`config.mk`:
```
export PLATFORM = sky130hd
export DESIGN_NAME = reg_bank
export DESIGN_NICKNAME = d
export VERILOG_FILES = /design/src/rtl/reg_bank.sv
export SDC_FILE = /design/constraint.sdc
export NUM_CORES = 1
export LEC_CHECK = 0
export ABC_AREA = 1
export CAP_MARGIN = 30
export CORE_UTILIZATION = 50
export CTS_BUF_LIST = sky130_fd_sc_hd__clkbuf_2 sky130_fd_sc_hd__clkbuf_4 sky130_fd_sc_hd__clkbuf_8
export DETAILED_ROUTE_END_ITERATION = 12
export GPL_TIMING_DRIVEN = 1
export PLACE_DENSITY_LB_ADDON = 0.2
export SLEW_MARGIN = 30
export SYNTH_ARGS = -nofsm -noshare
export SYNTH_HDL_FRONTEND = slang
export SYNTH_SLANG_ARGS = --single-unit
export TNS_END_PERCENT = 20
```
`constraint.sdc`:
```
create_clock -name clk -period 1.7 [get_ports clk]
set_input_delay 0.51 -clock clk [delete_from_list [all_inputs] [get_ports clk]]
set_output_delay 0.51 -clock clk [all_outputs]
set_load 0.005 [all_outputs]
```
`src/rtl/reg_bank.sv`:
```
// Register bank with DEPTH x WIDTH entries, per-entry valid bits, two registered
// read ports with write-first forwarding, and a one-entry-per-cycle clear engine.
module reg_bank #(
  parameter int unsigned WIDTH    = 16,
  parameter int unsigned DEPTH    = 8,
  parameter int unsigned AW       = 3,
  parameter bit          ZERO_REG = 1'b0
) (
  input  logic             clk,
  input  logic             rst_n,
  input  logic             we,
  input  logic [AW-1:0]    waddr,
  input  logic [WIDTH-1:0] wdata,
  input  logic [AW-1:0]    ra_addr,
  output logic [WIDTH-1:0] ra_data,
  output logic             ra_valid,
  input  logic [AW-1:0]    rb_addr,
  output logic [WIDTH-1:0] rb_data,
  output logic             rb_valid,
  input  logic             clr_req,
  output logic             busy,
  output logic             clr_done
);

  typedef enum logic {IDLE, CLEARING} state_e;

  localparam logic [AW:0]   DEPTH_L = (AW+1)'(DEPTH);
  localparam logic [AW-1:0] LAST    = AW'(DEPTH - 1);

  logic [WIDTH-1:0] mem_q [DEPTH];
  logic [DEPTH-1:0] valid_q;
  state_e           state_q, state_d;
  logic [AW-1:0]    cnt_q, cnt_d;
  logic             busy_q, busy_d;
  logic             done_q, done_d;
  logic             wr_en, clr_en;
  logic [WIDTH-1:0] ra_data_q, ra_data_d, rb_data_q, rb_data_d;
  logic             ra_valid_q, ra_valid_d, rb_valid_q, rb_valid_d;

  // A clear request in IDLE takes priority and suppresses any same-edge write.
  always_comb begin
    state_d = state_q;
    cnt_d   = cnt_q;
    busy_d  = busy_q;
    done_d  = 1'b0;
    wr_en   = 1'b0;
    clr_en  = 1'b0;
    case (state_q)
      IDLE: begin
        if (clr_req) begin
          state_d = CLEARING;
          cnt_d   = '0;
          busy_d  = 1'b1;
        end else begin
          wr_en = we && ({1'b0, waddr} < DEPTH_L) && !(ZERO_REG && (waddr == '0));
        end
      end
      CLEARING: begin
        clr_en = 1'b1;
        if (cnt_q == LAST) begin
          state_d = IDLE;
          busy_d  = 1'b0;
          done_d  = 1'b1;
        end else begin
          cnt_d = cnt_q + AW'(1);
        end
      end
      default: state_d = IDLE;
    endcase
  end

  always_comb begin
    ra_data_d  = '0;
    ra_valid_d = 1'b0;
    if (wr_en && (waddr == ra_addr)) begin
      ra_data_d  = wdata;
      ra_valid_d = 1'b1;
    end else if (ZERO_REG && (ra_addr == '0)) begin
      ra_valid_d = 1'b1;
    end else if ({1'b0, ra_addr} < DEPTH_L) begin
      ra_data_d  = mem_q[ra_addr];
      ra_valid_d = valid_q[ra_addr];
    end
  end

  always_comb begin
    rb_data_d  = '0;
    rb_valid_d = 1'b0;
    if (wr_en && (waddr == rb_addr)) begin
      rb_data_d  = wdata;
      rb_valid_d = 1'b1;
    end else if (ZERO_REG && (rb_addr == '0)) begin
      rb_valid_d = 1'b1;
    end else if ({1'b0, rb_addr} < DEPTH_L) begin
      rb_data_d  = mem_q[rb_addr];
      rb_valid_d = valid_q[rb_addr];
    end
  end

  always_ff @(posedge clk or negedge rst_n) begin
    if (!rst_n) begin
      state_q    <= IDLE;
      cnt_q      <= '0;
      busy_q     <= 1'b0;
      done_q     <= 1'b0;
      valid_q    <= '0;
      ra_data_q  <= '0;
      ra_valid_q <= 1'b0;
      rb_data_q  <= '0;
      rb_valid_q <= 1'b0;
      for (int unsigned i = 0; i < DEPTH; i++) begin
        mem_q[i] <= '0;
      end
    end else begin
      state_q    <= state_d;
      cnt_q      <= cnt_d;
      busy_q     <= busy_d;
      done_q     <= done_d;
      ra_data_q  <= ra_data_d;
      ra_valid_q <= ra_valid_d;
      rb_data_q  <= rb_data_d;
      rb_valid_q <= rb_valid_d;
      if (wr_en) begin
        mem_q[waddr]   <= wdata;
        valid_q[waddr] <= 1'b1;
      end
      if (clr_en) begin
        mem_q[cnt_q]   <= '0;
        valid_q[cnt_q] <= 1'b0;
      end
    end
  end

  assign ra_data  = ra_data_q;
  assign ra_valid = ra_valid_q;
  assign rb_data  = rb_data_q;
  assign rb_valid = rb_valid_q;
  assign busy     = busy_q;
  assign clr_done = done_q;

endmodule

```
==> results of run 1 <==
power groups by stage:
stage	clock network (mW)	registers, mW	logic (mW)
6_report	3.31	6.27	5.63
5_1_grt	3.47	6.41	6.32
4_1_cts	3.34	6.25	5.56
3_5_place_dp	0	6.33	5.64
3_3_place_gp	0	6.30	5.46
2_1_floorplan	0	6.14	3.54
area by class of cell:
type / instances / area share (%)
clock buffer: 19 / 2.01
multi-input combinational: 1166 / 38.3
inverter: 175 / 5.05
sequential: 176 / 33.8
timing repair buffer: 198 / 16.8
tap: 270 / 2.60
clock inverter: 13 / 1.38
registers in the layout, indices dropped and copies added (netlist names):
signal,cells
mem_q,128
busy,1
rb_data,16
ra_valid,1
cnt_q,3
valid_q,8
rb_valid,1
state_q,1
ra_data,16
clr_done,1
cells in the final DEF (no fill, tap or decap), types with 3 or more instances in the layout:
cell | synthesis | final
nand2_2 | 3 | 3
dlygate4sd2_1 | 0 | 27
inv_2 | 8 | 10
inv_1 | 167 | 165
buf_4 | 9 | 87
nor2_1 | 269 | 268
o21bai_1 | 3 | 3
inv_6 | 0 | 3
dlymetal6s2s_1 | 0 | 3
clkdlybuf4s50_1 | 0 | 22
clkdlybuf4s15_1 | 0 | 8
o21ai_0 | 12 | 12
a21oi_1 | 7 | 7
clkinv_4 | 0 | 3
nand2_1 | 495 | 495
nand3_1 | 361 | 361
dfrtp_1 | 176 | 176
clkbuf_8 | 0 | 19
nor2_4 | 8 | 10
buf_12 | 0 | 46
bufinv_16 | 0 | 3
cell families (layout without fill, tap and decap cells):
family                   count (synthesis)  in the layout
AO/OA/AOI/OAI                           23             23
adder cells (fa/ha/maj)                  2              2
flip-flops                             176            176
AND/OR/NAND/NOR                       1141           1141
buffers and inverters                  269            405
routing by layer:
layer	global-route usage, %	vias to the layer above
li1	-	5230
met1	48.3	5182
met2	56.0	690
met3	8.39	122
met4	17.7	0
met5	0	-
how the worst max path moves through the flow:
stage	startpoint	endpoint	slack, ns	cells after the start
after floorplan	rb_addr[0]	rb_data[3]$_DFF_PN0_	0.19	9
after global placement	waddr[1]	ra_data[4]$_DFF_PN0_	-0.48	9
after detailed placement	waddr[1]	ra_data[4]$_DFF_PN0_	-0.44	9
after CTS	ra_data[12]$_DFF_PN0_	ra_data[12]	0.006	1
after global routing	rb_addr[1]	rb_data[0]$_DFF_PN0_	0.002	10
final	ra_data[14]$_DFF_PN0_	ra_data[14]	0.03	1
metrics by stage:
stage	cells	setup WS, ns	total power [mW]
after floorplan	1611	0.193	9.68
after global placement	1984	-0.477	11.8
after detailed placement	1984	-0.444	12.0
after CTS	2017	0.00605	15.1
after global routing	2017	0.00167	16.2
final	2017	0.0284	15.2
what timing repair did:
action,4_1_cts,5_1_grt
hold buffers,1,0
setup endpoints to repair,36,19
hold endpoints to repair,32,0
resized for setup,39,10
==> results.md, run 1 <==
- Fraction of registers with async set/reset: 100%
- Core area: 20400 um2
- Setup TNS: 0 ns
- GRT Util Overall: 36.4%
- CP peak stage delay: 0.44 ns
- Part of the power in combinational logic: 37.0%
- Synth Area in XOR/XNOR: 0%
- Final Hold Fails: 0
- Drt drc: 0
- Min cycle time layout: 1.67 ns
- Pwr per Cell Area: 1170 nW/um2
- Top cells by count, synth: 495 x nand2_1, 361 x nand3_1, 269 x nor2_1
- Syn-to-layout area delta: 24.2%
- Syn_area_per_cell: between 6 and 7 um2
- Critical Path RT: 1.19 ns
- Die area: about 22000 um2
- Row cnt: 52
- Latest clock arrival within the worst-skew pair: roughly 0.5 ns
- Vias/cell: 5.56
- Synth Flop Type: dfrtp_1
- Root cell of the clock tree: clkbuf_8
- Reg2Reg Depth: 7
- Util after Layout: approximately 64%
- CTS Buf Count: 17
- Worst Clk Skew: 0.0202 ns
- Die height: 147 um
- Top Ports: 65
- Post-Syn Instances: about 1600
- Initial DRC count: 1126
- Number of flops mapped to enable cells by yosys: 0
- Critical path launch point type: flip-flop
- CP top delay family: flip-flops
- Setup repair after global routing missed its margin: no
- Antenna cells: 0
- FF-to-FF setup slack: between 0.15 and 0.2 ns
- CP cell instances: clkdlybuf4s15_1
- WL met1: 15300 um
- Hold Slack: 0.482 ns
- RR Startpoint: state_q$_DFF_PN0_
- Largest family of logic cells by synthesized area: simple AND/OR/NAND/NOR gates
- Wirelength per Cell: 18.8 um
- First-pass GRT wire length: 59500 um
- Share of layout cells above drive strength 1: 11.2%
- Area share of fa/ha/maj cells after synthesis: 0.239%
- HP Class: primary input to asynchronous set/reset pin
- Starting Density: about half
- Slowest CP cell: dfrtp_1
- Post-route ant nets: 0
- Vias in the first global route: approximately 11000
- Netlist Area Pre-Place: 10500 um2
- H-tree depth: 4
- Nets: 1765
- Die width: 147 um
- P_leak: 7.39 nW
- Sw Share: about two fifths
- CP Capture Type: primary output
- Cell area after layout: 13000 um2
- Peak VDD IR: 0.000961 V
- Setup CP Type: flip-flop to primary output
- Slew Limit Headroom: approximately three quarters
- Hpwl dp: 25900 um
- WL met2: about 17000 um
- Placed cell area: 12600 um2
- Slew @ Worst Pin: 0.387 ns
- Metal3 WL: ~4000 um
- Pre-antenna DRT Iters: 6
- Clock power frac: 21.8%
- Seq pwr share: 41.2%
- GRT overflow: 0
- Port Buf Inserts: 64
- Synth area leader: dfrtp_1
- Post-synthesis mux area share: 0%
- Largest net degree at the start of global routing: 50
- Crit path arrival time: between 1 and 1.5 ns
- Status: complete, no violations
- Synthesized flop and latch total: 176
- Complex-gate fraction of the synthesized area: 1.19%
- Top Metal Used: met4
- Fill cells: 1886
- Max cap viols: 0
- Detailed-route via count: 11200
- CP max FO: 1
- Clk sinks: between 150 and 200
- Max-slew violations: 0
- CTS tree: built
- Most instantiated library cell after synthesis: nand2_1
- Post-CTS Setup Bufs: 0
- Area of the multi-input gates: 4990 um2
- Syn. warnings: 0
- Max Freq: 598 MHz
- Psw: 6.02 mW
- Post-synth top area share: ~42%
- Most area-consuming cells after synthesis: dfrtp_1 42%, nand2_1 18%, nand3_1 17%
- Reg area: about 4400 um2
- Sequential area share after synthesis: 42.0%
- WL final: 38000 um
- Clock Pin Slew Worst Setup and Hold Paths: around 0.1 ns
- Clk buf depth: 2
- Initial antenna violation count: 0
- Simple-gate share of the synthesized area: 46.0%
- Pint: approximately 9.2 mW
- Critical path buffer and inverter count: 1
- RR Endpoint: ra_data[4]$_DFF_PN0_
- Final setup vio count: 0
- Final worst-path cycle share: 98.3%
- Count of cell types in the netlist: 21
- Placer Congestion: 0.958
- Synthesized net count: 1642
Note: power is estimated with default switching activity, not from simulation.
==> run 2, diff against run 1 <==
Settings changed: CORE_UTILIZATION 50 to 35.
==> results.md, run 2 (synthesis gave the netlist of run 1 again) <==
- Status: complete, no violations
- GRT overflow: 0
- Drt drc: 0
- Vias/cell: 5.11
- HP Class: flip-flop to flip-flop
- Largest net degree at the start of global routing: 48
- Starting Density: between 30% and 40%
- Clock Pin Slew Worst Setup and Hold Paths: approximately 0.090 ns
- Wirelength per Cell: approximately 18 um
- Hpwl dp: 26300 um
- Die width: between 150 and 200 um
- Critical path startpoint: rb_valid$_DFF_PN0_
- WL met1: 17400 um
- Top reg by flops: mem_q
- Row cnt: 62
- Pwr per Cell Area: 1160 nW/um2
- Crit path arrival time: 1.14 ns
- Max cap viols: 0
- WL final: ~38000 um
- Syn-to-layout area delta: 23.9%
- Pre-antenna DRT Iters: 5
- Peak VDD IR: 0.000485 V
- Placed Cells: 2082
- Min cycle time layout: 1.65 ns
- H-tree depth: 4
- Top Metal Used: met5
- Critical path launch point type: flip-flop
- Slowest CP cell: dfrtp_1
- CTS tree: built
- RR Startpoint: cnt_q[0]$_DFFE_PN0P_
- Worst Clk Skew: 0.0226 ns
- Setup CP Type: flip-flop to primary output
- Commonest non-fill, non-tap cells in the layout: 495 x nand2_1, 361 x nand3_1, 268 x nor2_1
- Placer Congestion: 0.908
- Slew @ Worst Pin: 0.411 ns
- Largest register FFs: roughly 130
- First-pass GRT wire length: around 60000 um
- Top Ports: 65
- Final Hold Fails: 0
- Setup TNS: 0 ns
- Setup repair after global routing missed its margin: no
- Metal3 WL: around 3300 um
- Share of layout cells above drive strength 1: between 10% and 20%
- Port Buf Inserts: 64
- Critical hold path startpoint: mem_q[36]$_DFF_PN0_
- Die area: ~31000 um2
- Latest clock arrival within the worst-skew pair: 0.47 ns
- GRT Util Overall: 25.6%
- Initial DRC count: 1127
- P_leak: 7.31 nW
- CP Capture Point: rb_valid
- Post-route insts no fill: 2114
- Post-route ant nets: 0
- Critical Path RT: 1.19 ns
- CTS Buf Count: 17
- CP top delay family: flip-flops
- Root cell of the clock tree: clkbuf_8
- Antenna cells: 0
- Initial antenna violation count: 1
- Core area: about 29000 um2
- WL met2: 16500 um
- Reg2Reg Depth: 6
- Post-CTS Setup Bufs: 0
- Nets: 1749
- CP max FO: 1
- Max Freq: around 610 MHz
- Critical path buffer and inverter count: 1
- CP peak stage delay: 0.42 ns
- Final setup vio count: 0
- Final worst-path cycle share: 97.0%
- Detailed-route via count: 10800
- FF-to-FF setup slack: 0.17 ns
- Worst path depth: 1
- Max-slew violations: 0
- Most common cell after layout, fill and taps aside: nand2_1
- Clk sinks: between 150 and 200
- Clk buf depth: 2
- Vias in the first global route: around 10000
- CP cell instances: clkdlybuf4s15_1
- Die height: between 150 and 200 um
- CP Capture Type: primary output
- RR Endpoint: cnt_q[1]$_DFFE_PN0P_
- Slew Limit Headroom: 72.6%
[run 2: tightest hold or removal path: stages, from the launching register on]
cell and delay, ns:
dfrtp_1 0.35, nor2_1 0.05, nor2_1 0.07
[run 2: timing repair]
item / CTS / global route
endpoints found under the hold margin: 25 / 0
gates resized for setup: 37 / 5
hold buffers: 1 / 0
endpoints found under the setup margin: 36 / 18
[run 2: worst min-delay path by stage]
stage                                       to  cells past startpoint  slack [ns]
after CTS                 mem_q[101]$_DFF_PN0_                      2        0.51
after floorplan               busy$_DFFE_PN0P_                      0        0.21
final                      mem_q[36]$_DFF_PN0_                      2        0.50
after global routing       mem_q[36]$_DFF_PN0_                      2        0.51
after detailed placement  mem_q[101]$_DFF_PN0_                      1        0.45
after global placement    mem_q[101]$_DFF_PN0_                      1        0.45
[run 2: cell type report]
cell class / instances / area [um2]
multi-input combinational: 1166 / 4990
tap: 384 / 480
fill: 3017 / 16100
inverter: 175 / 659
sequential: 176 / 4400
timing repair buffer: 182 / 2040
clock inverter: 14 / 181
clock buffer: 17 / 234
[run 2: per-layer routing]
| metal | GRT usage [%] | vias to the layer above |
|---|---|---|
| li1 | - | 5193 |
| met1 | 37.6 | 5069 |
| met2 | 39.0 | 509 |
| met3 | 4.24 | 39 |
| met4 | 6.05 | 2 |
| met5 | 0 | - |
[run 2: report_power, final]
group          switching (mW)  leakage [nW]  total, mW  internal [mW]
sequential              0.742          2.34       6.24           5.50
clock                    1.74         0.212       3.23           1.48
combinational            3.54          4.76       5.64           2.10
total                    6.03          7.31       15.1           9.08
[run 2: metrics by stage]
step	worst slack, ns	utilization [%]	hold WS (ns)	power [mW]	instance area [um2]
2_1_floorplan	0.193	-	0.214	9.68	10500
3_3_place_gp	-0.423	43.3	0.450	11.9	12600
3_5_place_dp	-0.449	43.3	0.451	12.0	12600
4_1_cts	0.0282	44.6	0.506	15.1	13000
5_1_grt	0.00105	44.6	0.512	16.3	13000
6_report	0.0509	44.6	0.502	15.1	13000
==> run 3, diff against run 2 <==
Settings changed: REMOVE_ABC_BUFFERS set to 1.
==> results.md, run 3 (synthesis gave the netlist of run 1 again) <==
- Status: complete, no violations
- WL final: 39500 um
- Slew @ Worst Pin: 0.341 ns
- Syn-to-layout area delta: 22.8%
- Max cap viols: 0
- P_leak: 7.23 nW
- Most common cell after layout, fill and taps aside: nand2_1
- Pre-antenna DRT Iters: 5
- CP max FO: 1
- RR Startpoint: state_q$_DFF_PN0_
- Final Power: 15.0 mW
- Detailed-route via count: 11000
- CTS Buf Count: 17
- Clock Pin Slew Worst Setup and Hold Paths: 0.10 ns
- Placer Congestion: 0.888
- Crit path arrival time: roughly 1.1 ns
- Nets: 1741
- Setup repair after global routing missed its margin: no
- CP peak stage delay: 0.41 ns
- Root cell of the clock tree: clkbuf_8
- Hpwl dp: 26100 um
- CP cell instances: dlygate4sd2_1
- Vias in the first global route: roughly 11000
- Starting Density: 36.0%
- Top Ports: 65
- Critical path startpoint: ra_data[1]$_DFF_PN0_
- Hold Slack: around 0.47 ns
- Critical Path RT: approximately 1.2 ns
- Slew Limit Headroom: between 70% and 80%
- Max-slew violations: 0
- GRT Util Overall: 26.7%
- Latest clock arrival within the worst-skew pair: 0.48 ns
- Pwr per Cell Area: 1170 nW/um2
- First-pass GRT wire length: between 60000 and 70000 um
- Max Freq: 606 MHz
- Critical path launch point type: flip-flop
- Row cnt: 62
- Die area: 30600 um2
- Top reg by flops: mem_q
- Share of layout cells above drive strength 1: 10.1%
- Peak VDD IR: slightly below 0.0005 V
- Largest register FFs: 128
- Die height: 175 um
- Min cycle time layout: 1.65 ns
- Commonest non-fill, non-tap cells in the layout: 495 x nand2_1, 361 x nand3_1, 267 x nor2_1
- Fill cells: 2987
- Initial DRC count: between 1000 and 1500
- Final setup vio count: 0
- Setup CP Type: flip-flop to primary output
- Slowest CP cell: dfrtp_1
- Worst Clk Skew: between 0.015 and 0.02 ns
- Final Hold Fails: 0
- Clk sinks: 176
- Antenna cells: 0
- Die width: 175 um
- CP top delay family: flip-flops
- Post-route ant nets: 0
- CTS tree: built
- Clk buf depth: 2
- Drt drc: 0
- H-tree depth: 4
- Vias/cell: between 5 and 6
- CP Capture Type: primary output
- Port Buf Inserts: 64
- Final worst-path cycle share: 97.1%
- Critical path buffer and inverter count: 1
- Wirelength per Cell: ~19 um
- Largest net degree at the start of global routing: 55
- GRT overflow: 0
- Core area: 29100 um2
- HP Class: primary input to asynchronous set/reset pin
- Initial antenna violation count: 0
==> run 3: routing by layer <==
metal  wire length (um)  up-vias  track usage, %
met5                  0        -               0
met4               1410        0            10.6
met3               3190       94            4.70
met2              18500      539            43.7
met1              16500     5186            35.0
li1                   -     5182               -
==> run 3: power breakdown <==
part	total [mW]	switching (mW)	internal, mW
registers	6.24	0.744	5.50
clock network	3.28	1.70	1.58
logic	5.52	3.44	2.08
total	15.0	5.88	9.16
==> run 3: path summary, 6_finish.rpt <==
check                                 endpoint  slack, ns  depth (start not counted)
setup / recovery                    ra_data[1]       0.05                          1
hold / removal             mem_q[38]$_DFF_PN0_       0.47                          2
setup reg to reg           mem_q[65]$_DFF_PN0_       0.17                          8
hold reg to reg            mem_q[93]$_DFF_PN0_       0.50                          2
max in group asynchronous  mem_q[62]$_DFF_PN0_       0.63                          3
min in group clk           mem_q[93]$_DFF_PN0_       0.50                          2
==> run 3: timing repair <==
item / in CTS / in global routing
setup endpoints to repair: 36 / 18
hold buffers: 1 / 0
pin swaps: 0 / 2
hold endpoints to repair: 19 / 0
gates resized for setup: 38 / 9
setup buffers: 0 / 0
==> run 3: layout make-up <==
type | instances | area, um2 | area share (%)
Sequential cell | 176 | 4400 | 34.2
Multi-Input combinational cell | 1166 | 4990 | 38.8
Clock inverter | 11 | 151 | 1.18
Timing Repair Buffer | 174 | 1910 | 14.8
Tap cell | 384 | 480 | 3.73
Clock buffer | 21 | 277 | 2.15
Inverter | 175 | 657 | 5.10
==> run 3: per-stage QoR <==
stage                     setup TNS [ns]  instances  setup WS, ns  utilization (%)  cell area, um2
after floorplan                  -100.00       1517        -0.741                -           10000
after global placement            -59.04       2074        -0.420             42.8           12500
after detailed placement          -63.43       2074        -0.426             42.8           12500
after CTS                              0       2107      0.000973             44.2           12900
after global routing                   0       2107       0.00551             44.2           12900
final                                  0       2107        0.0499             44.2           12900
==> run 3: worst reg2reg max path, cell delays in order, from the launching register on <==
cell	delay, ns
dfrtp_1	0.41
nor2_2	0.17
nand2_4	0.12
inv_2	0.12
nand2_4	0.13
nor2_4	0.21
buf_12	0.16
nor2_1	0.04
nor2_1	0.10
